`src/rtl/dhd_game_pkg.sv`:
```
// Shared constants and types for the dodge game: XGA timing, walls, scheduler states.
// Pure declarations; no latency or backpressure of its own.
package dhd_game_pkg;

  localparam int H_VIS = 1024;
  localparam int HFP   = 24;
  localparam int HSP   = 136;
  localparam int HBP   = 160;
  localparam int V_VIS = 768;
  localparam int VFP   = 3;
  localparam int VSP   = 6;
  localparam int VBP   = 29;

  localparam int LEFT_WALL   = 20;
  localparam int RIGHT_WALL  = 1004;
  localparam int TOP_WALL    = 20;
  localparam int BOTTOM_WALL = 748;

  typedef enum logic [1:0] {
    IDLE = 2'd0,
    ARM  = 2'd1,
    PLAY = 2'd2,
    OVER = 2'd3
  } sched_state_t;

  function automatic logic [3:0] popcount8(input logic [7:0] v);
    logic [3:0] c;
    c = '0;
    for (int i = 0; i < 8; i++) c = c + {3'b000, v[i]};
    return c;
  endfunction

endpackage

```
`src/rtl/frame_timer.sv`:
```
// Frame-tick detector plus loadable down-counter; done pulses on the tick that takes it 1->0.
// Load has priority over counting; no backpressure.
module frame_timer #(
  parameter int CW = 8
) (
  input  logic          clk_65M,
  input  logic          clear_n,
  input  logic [16:0]   H_count,
  input  logic [16:0]   V_count,
  input  logic          run,
  input  logic          load,
  input  logic [CW-1:0] load_val,
  output logic          done
);

  logic [CW-1:0] cnt;
  logic          frame_tick;

  assign frame_tick = (H_count == 17'd0) && (V_count == 17'd0);
  assign done       = run && frame_tick && (cnt == CW'(1));

  always_ff @(posedge clk_65M or negedge clear_n) begin
    if (!clear_n) begin
      cnt <= '0;
    end else if (load) begin
      cnt <= load_val;
    end else if (run && frame_tick && (cnt != '0)) begin
      cnt <= cnt - CW'(1);
    end
  end

endmodule

```
`src/rtl/attack_scheduler.sv`:
```
// Game sequencer: arms attackers, staggers their release, scores dodges, detects hits.
// All outputs registered, one cycle from input event; no backpressure.
module attack_scheduler
  import dhd_game_pkg::*;
#(
  parameter int N_ATK      = 5,
  parameter int ARM_FRAMES = 30,
  parameter int LAUNCH_GAP = 20,
  parameter int LEVEL_PTS  = 10,
  parameter int MAX_LEVEL  = 7
) (
  input  logic             clk_65M,
  input  logic             clear_n,
  input  logic             game_start,
  input  logic [16:0]      H_count,
  input  logic [16:0]      V_count,
  input  logic [N_ATK-1:0] atk_over,
  input  logic [N_ATK-1:0] atk_wrap,
  output logic             game_stop,
  output logic [N_ATK-1:0] atk_en,
  output logic             game_on,
  output logic             game_over,
  output logic [15:0]      score,
  output logic [2:0]       level
);

  sched_state_t     state, state_nxt;
  logic             stop_nxt, on_nxt, over_nxt;
  logic [N_ATK-1:0] en_nxt;
  logic [15:0]      score_nxt;
  logic [2:0]       level_nxt;
  logic [7:0]       pts_mod, pts_nxt;

  logic             timer_run, timer_load, timer_done;
  logic [7:0]       timer_val;

  logic             hit;
  logic [3:0]       wrap_pop;
  logic [16:0]      score_sum;
  logic [8:0]       pts_sum;

  frame_timer #(.CW(8)) u_timer (
    .clk_65M  (clk_65M),
    .clear_n  (clear_n),
    .H_count  (H_count),
    .V_count  (V_count),
    .run      (timer_run),
    .load     (timer_load),
    .load_val (timer_val),
    .done     (timer_done)
  );

  // Only released attackers may score or end the game.
  assign hit       = |(atk_over & atk_en);
  assign wrap_pop  = popcount8(8'(atk_wrap & atk_en));
  assign score_sum = {1'b0, score} + {13'd0, wrap_pop};
  assign pts_sum   = {1'b0, pts_mod} + {5'd0, wrap_pop};

  always_comb begin
    state_nxt  = state;
    stop_nxt   = game_stop;
    en_nxt     = atk_en;
    on_nxt     = game_on;
    over_nxt   = game_over;
    score_nxt  = score;
    level_nxt  = level;
    pts_nxt    = pts_mod;
    timer_run  = 1'b0;
    timer_load = 1'b0;
    timer_val  = 8'(ARM_FRAMES);

    case (state)
      IDLE, OVER: begin
        stop_nxt = (state == IDLE);
        if (game_start) begin
          state_nxt  = ARM;
          stop_nxt   = 1'b1;
          en_nxt     = '0;
          on_nxt     = 1'b0;
          over_nxt   = 1'b0;
          score_nxt  = '0;
          level_nxt  = '0;
          pts_nxt    = '0;
          timer_load = 1'b1;
        end
      end
      ARM: begin
        stop_nxt  = 1'b1;
        en_nxt    = '0;
        timer_run = 1'b1;
        if (timer_done) begin
          state_nxt  = PLAY;
          stop_nxt   = 1'b0;
          on_nxt     = 1'b1;
          en_nxt     = N_ATK'(1);
          timer_load = 1'b1;
          timer_val  = 8'(LAUNCH_GAP);
        end
      end
      PLAY: begin
        stop_nxt  = 1'b0;
        timer_run = 1'b1;
        if (hit) begin
          state_nxt = OVER;
          on_nxt    = 1'b0;
          over_nxt  = 1'b1;
        end else begin
          if (timer_done) begin
            timer_load = 1'b1;
            timer_val  = 8'(LAUNCH_GAP);
            if (!(&atk_en)) en_nxt = (atk_en << 1) | N_ATK'(1);
          end
          score_nxt = score_sum[16] ? 16'hFFFF : score_sum[15:0];
          // pts_mod wraps at LEVEL_PTS so one cycle bumps level at most once.
          if (pts_sum >= 9'(LEVEL_PTS)) begin
            pts_nxt = 8'(pts_sum - 9'(LEVEL_PTS));
            if (level != 3'(MAX_LEVEL)) level_nxt = level + 3'd1;
          end else begin
            pts_nxt = pts_sum[7:0];
          end
        end
      end
    endcase
  end

  always_ff @(posedge clk_65M or negedge clear_n) begin
    if (!clear_n) begin
      state     <= IDLE;
      game_stop <= 1'b1;
      atk_en    <= '0;
      game_on   <= 1'b0;
      game_over <= 1'b0;
      score     <= '0;
      level     <= '0;
      pts_mod   <= '0;
    end else begin
      state     <= state_nxt;
      game_stop <= stop_nxt;
      atk_en    <= en_nxt;
      game_on   <= on_nxt;
      game_over <= over_nxt;
      score     <= score_nxt;
      level     <= level_nxt;
      pts_mod   <= pts_nxt;
    end
  end

endmodule
```
`config.mk`:
```
export PLATFORM = sky130hd
export DESIGN_NAME = attack_scheduler
export DESIGN_NICKNAME = d
export VERILOG_FILES = /design/src/rtl/dhd_game_pkg.sv /design/src/rtl/frame_timer.sv /design/src/rtl/attack_scheduler.sv
export SDC_FILE = /design/constraint.sdc
export NUM_CORES = 1
export LEC_CHECK = 0
export ABC_AREA = 1
export CORE_MARGIN = 2
export CORE_UTILIZATION = 47
export DETAILED_ROUTE_END_ITERATION = 12
export PLACE_DENSITY = 0.78
export RECOVER_POWER = 100
export SLEW_MARGIN = 20
export SYNTH_ARGS = -nofsm -noshare
export SYNTH_HDL_FRONTEND = slang
export SYNTH_SLANG_ARGS = --single-unit
```
`constraint.sdc`:
```
create_clock -name clk_65M -period 3.5 [get_ports clk_65M]
set_input_delay 0.7 -clock clk_65M [delete_from_list [all_inputs] [get_ports clk_65M]]
set_output_delay 0.7 -clock clk_65M [all_outputs]
set_load 0.02 [all_outputs]
```
==> results.tsv <==
stage	metric	value	unit
run_status	status	finished, violations left	
run_status	violations	max-capacitance violations, max-slew violations	
power	powerDensity	537	mW/mm²
sta	setup_violations	0	
logic_synthesis	ys.flop_type	dfrtp_1	
cells_and_area	drive_gt1_share	15.9	%
critical_path	reg2reg_depth	17	
place	hpwl	6.26	mm
global_route	grt.total_usage	21.6	%
sta	worstMarginPinSlew	2.50	ns
logic_synthesis	synth_cell_types	43	
place	gp_congestion	0.917	
sta	rsz0062_at_grt	true	
clock_network	clkLatencyLatePin	0.29	ns
logic_synthesis	synth.largest_area_cell	dfrtp_1	
logic_synthesis	yosys_warnings	0	
critical_path	cp-start-kind	input pin	
sta	finalWorstSetupSlack	0.0334	ns
critical_path	end_kind	flip-flop	
sta	period_minus_slack	3.47	ns
clock_network	cts_tree	done	
global_route	grt_max_degree	46	
critical_path	crit_fanout	4	
power	p_leak	2.28	nW
place	dp_slack	-0.607	ns
routing	wl_per_cell	12.4	µm
place	port_buffers	73	
logic_synthesis	synthTopCellsByArea	dfrtp_1 (33%), nand2_1 (16%), ha_1 (5.9%)	
routing	wirelength	8.29	mm
floorplan	fp.dieArea	0.00790	mm²
routing	drc	0	
floorplan	initial_utilization	49.3	%
sta	holdWs	0.502	ns
routing	drt_first_pass_iters	5	
routing	vias	3299	
global_route	antenna_found_initial	0	
cells_and_area	diodes	0	
cells_and_area	mostFrequentLayoutCell	nand2_1	
critical_path	crit_type	input pin to flip-flop	
routing	ant_nets	0	
logic_synthesis	async_flop_share	100	%
floorplan	coreArea	0.00687	mm²
clock_network	clkTransAtPathRegs	0.09	ns
floorplan	die_h	88.9	µm
run	maxCapViolations	1	
floorplan	ios	74	
floorplan	die_x	88.9	µm
critical_path	cp_data_arrival_time	3.66	ns
min_path	holdPathStages	2	
sta	maxSlewHeadroom	-66.6	%
routing	vias_per_cell	4.93	
clock_network	cts_root_buffer	clkbuf_8	
cells_and_area	num-nets-final	639	
cells_and_area	mostFrequentLayoutCells	nand2_1 (137), nor2_1 (53), inv_1 (49)	
floorplan	num_rows	30	
critical_path	r2r_slack	0.09	ns
sta	hold_viol	0	
clock_network	clock-sinks	45	
cells_and_area	stdcell_count	669	
power	ir_drop	0.277	mV
sta	slew_violations	46	
logic_synthesis	synth_nets	534	
critical_path	required	3.69	ns
sta	fin_skew	0.00916	ns
logic_synthesis	synth_cells	467	
logic_synthesis	syn_avg_cell_area	7.25	µm²
logic_synthesis	synthesis.area	0.00338	mm²
global_route	gr-total-overflow	0	
sta	max_freq	288	MHz
logic_synthesis	synth_top_cell_area_share	32.5	%
logic_synthesis	synth_edf_count	0	
cells_and_area	area_growth_syn_to_layout	34.5	%
sta	fin_crit_sh	99.0	%
clock_network	cts_buffers	5	
clock_network	htree_levels	2	
routing	drt_iter0_drc	182	
logic_synthesis	yosysSeqAreaShare	33.3	%
clock_network	cts_buffer_depth	2	
cells_and_area	fillers	588	
global_route	grt_pass1_vias	3271	
global_route	grt_pass1_wl	13.7	mm
sta	tns	0	ns
min_path	holdCritPathClass	flip-flop to flip-flop	
cells_and_area	fin_util	66.3	%
place	dp.cells	656	
logic_synthesis	ys_ff_latch	45	
-- Yosys cell counts (2+ instances only) --
| cell type | instances |
|---|---|
| nand2_1 | 143 |
| nor2_1 | 53 |
| inv_1 | 49 |
| dfrtp_1 | 44 |
| o21ai_0 | 27 |
| nand3_1 | 21 |
| ha_1 | 16 |
| xor2_1 | 15 |
| o21ai_1 | 14 |
| nand4_1 | 12 |
| inv_2 | 8 |
| nand3_2 | 7 |
| nor2_2 | 6 |
| nand2_2 | 5 |
| nand2_4 | 5 |
| fa_1 | 4 |
| a21oi_1 | 3 |
| buf_2 | 3 |
| nor3_1 | 3 |
| a21oi_2 | 2 |
| nor3_2 | 2 |
| nor4_1 | 2 |
| o22ai_1 | 2 |
| or2_1 | 2 |
-- logic make-up (layout without fill, tap and decap cells) --
family | Yosys count | count (layout) | synth area share (%)
and+or+nand+nor | 268 | 269 | 36.8
buffers and inverters | 63 | 168 | 7.50
AOI/OAI and AO/OA | 54 | 54 | 9.46
DFF | 45 | 45 | 33.3
adders and majority gates | 20 | 20 | 8.28
xor gates and xnor gates | 17 | 17 | 4.62
-- final timing paths --
path / from / endpoint
min: game_on / game_on
max reg2reg: atk_en[3] / level[0]
max in group asynchronous: clear_n / u_timer.cnt[4]
min reg2reg: game_on / game_on
max: atk_wrap[3] / level[0]
min in group asynchronous: clear_n / score[12]
-- cell type report --
type                            count  area [µm²]  share of cell area (%)
Sequential cell                    45        1130                    24.8
Multi-Input combinational cell    360        2040                    44.9
Inverter                           58         220                    4.84
Clock buffer                        7        96.3                    2.12
Tap cell                           96         120                    2.64
Timing Repair Buffer              102         940                    20.6
Clock inverter                      1        5.00                   0.110
-- through the flow --
stage | total power [mW] | area (µm²)
after floorplan | 1.68 | 3410
after global placement | 2.06 | 4410
after detailed placement | 2.09 | 4410
after CTS | 2.45 | 4520
after global routing | 2.66 | 4550
final | 2.44 | 4550
-- report_power, final --
group / internal [mW] / leakage (nW) / switching, mW
clock network: 0.179 / 0.0542 / 0.171
logic: 0.506 / 1.62 / 0.887
registers: 0.615 / 0.603 / 0.0854
total: 1.30 / 2.28 / 1.14
-- routing by layer --
| layer | wire (µm) | vias up | track usage, % |
|---|---|---|---|
| li1 | - | 1708 | - |
| met1 | 3870 | 1526 | 28.0 |
| met2 | 4090 | 59 | 37.2 |
| met3 | 274 | 6 | 2.99 |
| met4 | 59 | 0 | 7.16 |
| met5 | 0 | - | 0 |
-- worst max-delay path: stages --
cell     delay, ns
buf_6         0.08
nand2_4       0.04
fa_1          0.49
fa_1          0.51
inv_2         0.06
ha_4          0.16
fa_2          0.54
inv_2         0.04
buf_4         0.13
ha_1          0.18
inv_1         0.10
nand3_2       0.14
nand3_4       0.11
nor2_8        0.05
nand3_4       0.09
nand3_4       0.10
nand2_2       0.09
nand2_2       0.05
-- flip-flops by register name, indices dropped and copies added (netlist names) --
| signal | cells |
|---|---|
| pts_mod | 8 |
| game_on | 1 |
| level | 3 |
| game_over | 1 |
| u_timer.cnt | 8 |
| state | 2 |
| atk_en | 5 |
| score | 16 |
| game_stop | 1 |
-- timing repair --
| action | CTS | global route |
|---|---|---|
| gates resized for setup | 10 | 14 |
| gates cloned | 0 | 1 |
| pin swaps | 11 | 11 |
| setup buffers | 1 | 3 |
| endpoints found under the setup margin | 24 | 16 |
| hold buffers | 0 | 0 |
Note: power is estimated with default switching activity, not from simulation.
